[src/rtl/ibex_efpga_ctrl_pkg.sv]
// Shared definitions for the execute-side eFPGA instruction controller:
// custom opcode, delay-field width and FSM state encoding.
package ibex_efpga_ctrl_pkg;

   localparam logic [6:0]  OPCODE_EFPGA  = 7'h0b;
   localparam int unsigned EFPGA_DELAY_W = 4;

   typedef logic [2:0] efpga_state_e;

   localparam efpga_state_e EFPGA_IDLE     = 3'd0;
   localparam efpga_state_e EFPGA_ISSUE    = 3'd1;
   localparam efpga_state_e EFPGA_WAIT_CNT = 3'd2;
   localparam efpga_state_e EFPGA_WAIT_ACK = 3'd3;
   localparam efpga_state_e EFPGA_DONE     = 3'd4;

endpackage

[src/rtl/ibex_efpga_timer.sv]
// Loadable down-counter for fixed-delay ops plus an up-counter that bounds
// the wait for a fabric handshake; both report their terminal value as flags.
module ibex_efpga_timer
   import ibex_efpga_ctrl_pkg::*;
#(
   parameter int unsigned DELAY_W     = EFPGA_DELAY_W,
   parameter int unsigned TIMEOUT_CYC = 255
) (
   input  logic               clk_i,
   input  logic               rst_ni,
   input  logic               load_i,
   input  logic [DELAY_W-1:0] load_val_i,
   input  logic               dec_i,
   input  logic               clr_tmo_i,
   input  logic               inc_tmo_i,
   output logic               expire_o,
   output logic               timeout_o
);

   localparam int unsigned      TMO_W    = $clog2(TIMEOUT_CYC + 1);
   localparam logic [TMO_W-1:0] TMO_LAST = TMO_W'(TIMEOUT_CYC - 1);

   logic [DELAY_W-1:0] cnt_q, cnt_d;
   logic [TMO_W-1:0]   tmo_q, tmo_d;

   always_comb begin
      // NOTE: each *_d starts from its hold value so no path leaves it unassigned (no latch).
      cnt_d = cnt_q;
      tmo_d = tmo_q;
      if (load_i) begin
         cnt_d = load_val_i;
      end else if (dec_i && (cnt_q != '0)) begin
         cnt_d = cnt_q - DELAY_W'(1);
      end
      if (clr_tmo_i) begin
         tmo_d = '0;
      end else if (inc_tmo_i) begin
         tmo_d = tmo_q + TMO_W'(1);
      end
   end

   always_ff @(posedge clk_i or negedge rst_ni) begin
      // NOTE: flops use <= so every register updates from pre-edge values.
      if (!rst_ni) begin
         cnt_q <= '0;
         tmo_q <= '0;
      end else begin
         cnt_q <= cnt_d;
         tmo_q <= tmo_d;
      end
   end

   assign expire_o  = (cnt_q == DELAY_W'(1));
   assign timeout_o = (tmo_q == TMO_LAST);

endmodule

[src/rtl/ibex_efpga_ctrl.sv]
// Launches one custom eFPGA operation per instruction, stalls ID until it
// completes (fixed delay or done handshake) and returns a registered result.
module ibex_efpga_ctrl
   import ibex_efpga_ctrl_pkg::*;
#(
   parameter int unsigned DATA_W      = 32,
   parameter int unsigned DELAY_W     = EFPGA_DELAY_W,
   parameter int unsigned TIMEOUT_CYC = 255
) (
   input  logic               clk_i,
   input  logic               rst_ni,
   input  logic               efpga_en_i,
   input  logic [1:0]         efpga_op_i,
   input  logic [DELAY_W-1:0] efpga_delay_i,
   input  logic               flush_i,
   input  logic [DATA_W-1:0]  operand_a_i,
   input  logic [DATA_W-1:0]  operand_b_i,
   output logic [DATA_W-1:0]  efpga_a_o,
   output logic [DATA_W-1:0]  efpga_b_o,
   output logic [1:0]         efpga_op_o,
   output logic               efpga_start_o,
   input  logic [DATA_W-1:0]  efpga_result_i,
   input  logic               efpga_done_i,
   output logic               busy_o,
   output logic [DATA_W-1:0]  result_o,
   output logic               valid_o,
   output logic               timeout_o
);

   efpga_state_e       state_q, state_d;
   logic [DATA_W-1:0]  a_q, a_d;
   logic [DATA_W-1:0]  b_q, b_d;
   logic [1:0]         op_q, op_d;
   logic [DELAY_W-1:0] delay_q, delay_d;
   logic [DATA_W-1:0]  result_q, result_d;
   logic               tmo_flag_q, tmo_flag_d;

   logic tmr_load, tmr_dec, tmr_clr, tmr_inc;
   logic cnt_expire, tmo_expire;

   ibex_efpga_timer #(
      .DELAY_W     (DELAY_W),
      .TIMEOUT_CYC (TIMEOUT_CYC)
   ) u_timer (
      .clk_i      (clk_i),
      .rst_ni     (rst_ni),
      .load_i     (tmr_load),
      .load_val_i (delay_q),
      .dec_i      (tmr_dec),
      .clr_tmo_i  (tmr_clr),
      .inc_tmo_i  (tmr_inc),
      .expire_o   (cnt_expire),
      .timeout_o  (tmo_expire)
   );

   always_comb begin
      state_d    = state_q;
      a_d        = a_q;
      b_d        = b_q;
      op_d       = op_q;
      delay_d    = delay_q;
      result_d   = result_q;
      tmo_flag_d = tmo_flag_q;
      tmr_load   = 1'b0;
      tmr_dec    = 1'b0;
      tmr_clr    = 1'b0;
      tmr_inc    = 1'b0;

      // A flush wins everywhere: nothing is captured and no result is written.
      if (flush_i) begin
         state_d = EFPGA_IDLE;
      end else begin
         case (state_q)
            EFPGA_IDLE: begin
               if (efpga_en_i) begin
                  a_d     = operand_a_i;
                  b_d     = operand_b_i;
                  op_d    = efpga_op_i;
                  delay_d = efpga_delay_i;
                  state_d = EFPGA_ISSUE;
               end
            end
            EFPGA_ISSUE: begin
               tmr_load = 1'b1;
               tmr_clr  = 1'b1;
               if (delay_q != '0) begin
                  state_d = EFPGA_WAIT_CNT;
               end else if (efpga_done_i) begin
                  result_d   = efpga_result_i;
                  tmo_flag_d = 1'b0;
                  state_d    = EFPGA_DONE;
               end else begin
                  state_d = EFPGA_WAIT_ACK;
               end
            end
            EFPGA_WAIT_CNT: begin
               tmr_dec = 1'b1;
               if (cnt_expire) begin
                  result_d   = efpga_result_i;
                  tmo_flag_d = 1'b0;
                  state_d    = EFPGA_DONE;
               end
            end
            EFPGA_WAIT_ACK: begin
               if (efpga_done_i) begin
                  result_d   = efpga_result_i;
                  tmo_flag_d = 1'b0;
                  state_d    = EFPGA_DONE;
               end else if (tmo_expire) begin
                  // Timed-out ops still retire, writing 0 to rd.
                  result_d   = '0;
                  tmo_flag_d = 1'b1;
                  state_d    = EFPGA_DONE;
               end else begin
                  tmr_inc = 1'b1;
               end
            end
            EFPGA_DONE: begin
               state_d = EFPGA_IDLE;
            end
            default: begin
               state_d = EFPGA_IDLE;
            end
         endcase
      end
   end

   always_ff @(posedge clk_i or negedge rst_ni) begin
      if (!rst_ni) begin
         state_q    <= EFPGA_IDLE;
         a_q        <= '0;
         b_q        <= '0;
         op_q       <= '0;
         delay_q    <= '0;
         result_q   <= '0;
         tmo_flag_q <= 1'b0;
      end else begin
         state_q    <= state_d;
         a_q        <= a_d;
         b_q        <= b_d;
         op_q       <= op_d;
         delay_q    <= delay_d;
         result_q   <= result_d;
         tmo_flag_q <= tmo_flag_d;
      end
   end

   assign efpga_a_o     = a_q;
   assign efpga_b_o     = b_q;
   assign efpga_op_o    = op_q;
   assign result_o      = result_q;
   assign efpga_start_o = (state_q == EFPGA_ISSUE) && !flush_i;
   assign valid_o       = (state_q == EFPGA_DONE) && !flush_i;
   assign timeout_o     = (state_q == EFPGA_DONE) && tmo_flag_q && !flush_i;
   // ID is released in DONE so the retiring instruction advances that cycle.
   assign busy_o        = (state_q == EFPGA_IDLE) ? efpga_en_i : (state_q != EFPGA_DONE);

endmodule
[config.mk]
export PLATFORM = sky130hd
export DESIGN_NAME = ibex_efpga_ctrl
export DESIGN_NICKNAME = d
export VERILOG_FILES = /design/src/rtl/ibex_efpga_ctrl_pkg.sv /design/src/rtl/ibex_efpga_timer.sv /design/src/rtl/ibex_efpga_ctrl.sv
export SDC_FILE = /design/constraint.sdc
export NUM_CORES = 1
export LEC_CHECK = 0
export CORE_MARGIN = 4
export CORE_UTILIZATION = 55
export DETAILED_ROUTE_END_ITERATION = 16
export DONT_BUFFER_PORTS = 1
export PLACE_DENSITY_LB_ADDON = 0.15
export SETUP_SLACK_MARGIN = 0.2
export SLEW_MARGIN = 20
export SYNTH_ARGS = -nofsm -noshare
export SYNTH_HDL_FRONTEND = slang
export SYNTH_HIERARCHICAL = 1
export SYNTH_SLANG_ARGS = --single-unit
[constraint.sdc]
create_clock -name clk_i -period 4.3 [get_ports clk_i]
set_input_delay 0.86 -clock clk_i [delete_from_list [all_inputs] [get_ports clk_i]]
set_output_delay 0.86 -clock clk_i [all_outputs]
set_load 0.05 [all_outputs]
**After elaboration in Yosys (flattened, before gate mapping)**

Cells that the tools add are included.

- Register bits: 118
- Input port bits: 107
- Output and inout bits: 102
- Word-level logic and storage cells: 74

- Add/sub/neg operators: 2
- Equality and inequality tests: 14
- Muxes and demuxes: 33
- Bitwise operators: 1
- Reduce and logical (&&, ||, !) cells: 15

Operators with widths:

| cell | number |
|---|---|
| 2-to-1 mux 32 bit | 5 |
| one-hot mux 32 bit (3 select lines) | 1 |
| 2-to-1 mux 3 bit | 7 |
| 2-to-1 mux 8 bit | 2 |
| 2-to-1 mux 1 bit | 14 |
| != test 3 bit (second input constant) | 4 |
| one-hot mux 3 bit (4 select lines) | 1 |
| adder 8 x 1 -> 8 bit (second input constant) | 1 |
| == test 8 bit (second input constant) | 1 |
| 2-to-1 mux 4 bit | 2 |
| nonzero test 4 bit | 2 |
| == test 3 x 2 -> 1 bit (second input constant) | 2 |
| != test 2 bit (second input constant) | 3 |
| AND reduction 3 bit | 2 |
| AND reduction 6 bit | 1 |
| logical AND 1 bit | 5 |
| == test 4 x 1 -> 1 bit (second input constant) | 1 |
| != test 4 bit (second input constant) | 1 |
| nonzero test 2 bit | 2 |
| subtractor 4 x 1 -> 4 bit (second input constant) | 1 |
| == test 3 x 1 -> 1 bit (second input constant) | 1 |
| == test 3 bit (second input constant) | 1 |
| logical NOT 3 bit | 1 |
| one-hot mux 1 bit (3 select lines) | 1 |
| other kinds (3) | 3 |

**Depth between registers and ports, before layout**

- Word-level depth: 7
- Gate-level depth with buffers: 10
- Mapped depth without buffers: 9

**Cells and area by module**

The synthesis kept the hierarchy.

By module, submodules not included:

| module | instances | cells each | area each (µm²) |
|---|---|---|---|
| ibex_efpga_ctrl | 1 | 323 | 4,302.9 |
| ibex_efpga_timer | 1 | 70 | 676.9 |

**Worst setup path after synthesis**

OpenSTA, ideal clock, no wires.

- Path type: input-to-output
- From: in flush_i
- To: out timeout_o
- Arrival: 3.159 ns
- Setup slack: 0.281 ns
- Stages on the path: 2
- Buffers on the path: 0
- Path through: nor4b_1 > and2_1

- Word-level cells in the longest chain between the ends: 2

RTL lines:

| element | line | source |
|---|---|---|
| from (decl) | ibex_efpga_ctrl.sv:15 | `input logic flush_i,` |
| logical NOT 1 bit | ibex_efpga_ctrl.sv:154 | `assign timeout_o = (state_q == EFPGA_DONE) && tmo_flag_q && !flush_i;` |
| logical AND 1 bit | ibex_efpga_ctrl.sv:154 |  |
| to (decl) | ibex_efpga_ctrl.sv:27 | `output logic timeout_o` |

No other way between the ends.

**Worst setup path after layout**

- From: reg state_q[0]
- To: out timeout_o

- Word-level cells in the longest chain between the ends: 3

RTL lines:

| element | line | source |
|---|---|---|
| from (decl) | ibex_efpga_ctrl.sv:30 | `efpga_state_e state_q, state_d;` |
| from (signal assigned) | ibex_efpga_ctrl.sv:138 | `state_q <= state_d;` |
| == test 3 bit | ibex_efpga_ctrl.sv:154 |  |
| logical AND 1 bit (2 in a row) | ibex_efpga_ctrl.sv:154 |  |

No other way between the ends.

==> results <==
- The worst slew margin relative to its limit is 32.3%.
- The initial standard-cell utilization of the core is 56.8%.
- The largest fanout on the critical path is 12.
- The flow ran to the end, and the final reports show no timing, DRC or antenna violations.
- 0 antenna diodes ended up in the layout.
- The die covers 10600 um2.
- After the last flow step, the layout net total stands at about 500.
- After the first detailed-routing iteration, the DRC count stood at 190.
- The leftover overflow at the end of global routing is 0.
- The cell at the root of the clock tree is clkbuf_8.
- The upper clock frequency limit is 339 MHz.
- The CTS clock-pin slew for the worst setup and hold paths is 60 ps.
- The class of the tightest hold or removal check is input pin to asynchronous set/reset pin.
- Power spread over the standard cell area amounts to 871 nW/um2.
- The final critical path takes up between 60 and 70% of the cycle.
- The multi-input combinational cells in the finished layout cover a total of ~1800 um2.
- The count of different cell masters after synthesis is 41.
- The required time at the endpoint of the critical path is 3440 ps.
- The worst path arrival time is 2090 ps.
- For this design, the CTS-stage hold fixing added 0 buffers.
- The core area is 8760 um2.
- The first detailed-routing pass took 4 iterations.
- The number of endpoints with negative hold slack in the final report is 0.
- The count of final setup violators is 0.
- The kind of capture point of the worst setup path is an output port.
- Counting I/O delays and the setup requirement, the final critical path takes about 2900 ps.
- Across the routed clock network, the largest skew measured is 6.46 ps.
- The height of the chip is 103 um.
- The tightest hold path in the finished design has a slack of 53.8 ps.
- The first global-routing pass estimated 15100 um of wire.
- The HPWL reported at the end of detailed placement is 6700 um.
- In the routed layout, each cell is associated on average with a via count of around 5.9.
- The worst-case IR drop observed on VDD is 0.000397 V.
- The number of max-slew violations in the final report is 0.
- The number of nets in the synthesized netlist is slightly above 500.
- Input and output buffers added on the ports amount to 0.
- In this run the static leakage power is ~2.4 nW.
- Compared with the post-synthesis result, the final layout area differs by 10.5%.
- The number of clock buffers inserted by TritonCTS is 17.
- The congestion estimate from routability-driven global placement came to 0.725.
- For this run, design rule violations remaining after detail routing come to 0.
- The fraction of layout instances using a drive strength above 1 is between 20% and 30%.
- Setup repair after global routing left no endpoint under its margin.
- Entering global routing, the biggest net connects about 120 pins.
- In this run, synthesis produced a sequential element count of 118.
- The filler cells instantiated in the layout total 699.
- The width of the die is 103 um.
- The maximum count of clock buffers along a single path is 2.
- The number of maximum-capacitance violations is 0.
- By startpoint and endpoint, the worst setup path is classified as flop to output port.
- For the worst-skew pair, the clock arrives at the later sink with an insertion delay of 500 ps.
- At the end of the flow the core is filled with cells to a little over three fifths.
- The H-tree generated during clock tree synthesis spans 4 levels.
- The routed layout has 3004 vias.
- A synthesized cell averages 12.7 um2.
- Summing every instance area after synthesis gives 4980 um2.
- The final antenna-violating net count is 0.
- The total routing usage reported by global routing is 18.7%.
- The total I/O pin count is 209.
- The initial antenna violation count is 0.
- The via count of the first global-routing pass is 3093.
- The routed design has around 10000 um of wire.
- The initialized floorplan defines 34 standard-cell rows.
- The worst setup path is launched from a flop.
- The number of synthesis warnings is 6.
- Dividing the detail-routed wire length by the instance count gives 19.2 um.
- The pin slew with the least headroom to its limit is about 1000 ps.
- The TritonCTS sink count is 118.
- The post-CTS repair timing setup buffer count is 0.
- In the final layout, flip-flops and latches occupy about 3000 um2.
- The number of cells produced by synthesis is 393.
- Once the clock tree was built, the resizer swapped 0 gates to a different size.
- Summing the sequential cell areas from Yosys gives between 50% and 60% of the chip area.
- The total negative slack for setup checks is 0 ps.
- TritonCTS built the clock tree.
-- kinds of logic (layout without fill, tap and decap cells) --
family	after synthesis	after routing	synth area share, %
XOR/XNOR	4	4	0.704
multiplexers	72	72	16.3
buffers and inverters	30	42	4.92
AO/OA/AOI/OAI	89	89	9.95
flip-flops	118	118	59.3
AND/OR/NAND/NOR	76	76	7.84
adder cells (fa/ha/maj)	4	4	1.01
-- final cells by class --
| type | instances | share of cell area, % |
|---|---|---|
| flip-flops and latches | 118 | 53.7 |
| multi-input cells | 245 | 32.8 |
| clock buffers | 18 | 7.59 |
| clock inverters | 14 | 2.52 |
| well taps | 108 | 2.46 |
| repair buffers | 4 | 0.546 |
| inverters | 6 | 0.409 |
-- registers in the layout (all words and copies together), names as in the netlist --
| register | cells |
|---|---|
| efpga_op_o | 2 |
| result_o | 32 |
| state_q | 3 |
| efpga_b_o | 32 |
| delay_q | 4 |
| efpga_a_o | 32 |
| u_timer/cnt_q | 4 |
| tmo_flag_q | 1 |
| u_timer/tmo_q | 8 |
-- placed cells by master (no fill, tap or decap), drive strengths merged, types with 3 or more instances in the layout --
master	Yosys	layout
a21oi	7	7
mux2	72	72
nand2	39	39
buf	7	4
nor2	12	12
o21ai	73	73
ha	4	4
dfrtp	118	118
clkinvlp	0	4
xor2	3	3
clkbuf	15	18
nor3b	4	4
inv	6	13
or3	3	3
nand3	7	7
-- metrics by stage --
step / area, um2 / total power [mW] / worst slack, ps / cells
6_report: 5500 / 4.79 / 1350 / 513
3_5_place_dp: 4950 / 3.54 / 1460 / 481
2_1_floorplan: 4980 / 3.38 / 281 / 393
4_1_cts: 5500 / 4.85 / 1320 / 513
3_3_place_gp: 4940 / 3.51 / 1520 / 481
5_1_grt: 5500 / 5.03 / 1220 / 513
-- where the power goes --
part           switching (mW)  internal (mW)  total (mW)
clock                   0.515          0.779        1.29
combinational           0.225          0.300       0.525
sequential               1.51           1.47        2.98
total                    2.25           2.55        4.79
-- synth_stat cells (all sizes together) --
cell | number | area (um2)
a211o | 1 | 8.76
a211oi | 1 | 7.51
a21oi | 7 | 35.0
a31o | 1 | 8.76
a31oi | 2 | 18.8
and2 | 1 | 6.26
and4b | 1 | 11.3
buf | 7 | 65.1
clkbuf | 15 | 136
dfrtp | 118 | 2950
dlygate4sd1 | 1 | 8.76
dlymetal6s2s | 1 | 12.5
ha | 4 | 50.1
inv | 6 | 22.5
mux2 | 72 | 811
nand2 | 39 | 154
nand3 | 7 | 40.0
nand4 | 2 | 12.5
nor2 | 12 | 45.0
nor3b | 4 | 30.0
nor4 | 1 | 21.3
nor4b | 2 | 17.5
o2111ai | 1 | 15.0
o21a | 1 | 7.51
o21ai | 73 | 365
o31ai | 2 | 28.8
or2 | 2 | 15.0
or3 | 3 | 18.8
or3b | 1 | 11.3
or4 | 1 | 7.51
xnor2 | 1 | 8.76
xor2 | 3 | 26.3
-- layer usage --
| layer | vias to the layer above | part of all wire (%) | GRT usage [%] |
|---|---|---|---|
| met4 | 0 | 1.6 | 6.77 |
| li1 | 1374 | - | - |
| met3 | 14 | 12 | 9.20 |
| met1 | 1470 | 35 | 21.9 |
| met2 | 146 | 51 | 30.0 |
| met5 | - | 0 | 0 |
-- critical path, cell delays in order (launching register included) --
cell and delay (ps):
dfrtp_1 540, nor4b_2 340, buf_4 250, and2_1 470
-- final timing paths --
kind / from / endpoint / slack, ps / cells after the start
setup / recovery: state_q[0] / timeout_o / 1350 / 3
min in group clk_i: efpga_result_i[17] / result_o[17] / 480 / 2
max in group asynchronous: rst_ni / result_o[11] / 4090 / 0
hold / removal: rst_ni / efpga_a_o[10] / 50 / 0
setup reg to reg: state_q[2] / u_timer/cnt_q[3] / 1940 / 5
hold reg to reg: tmo_flag_q / tmo_flag_q / 550 / 2
Note: power is estimated with default switching activity, not from simulation.
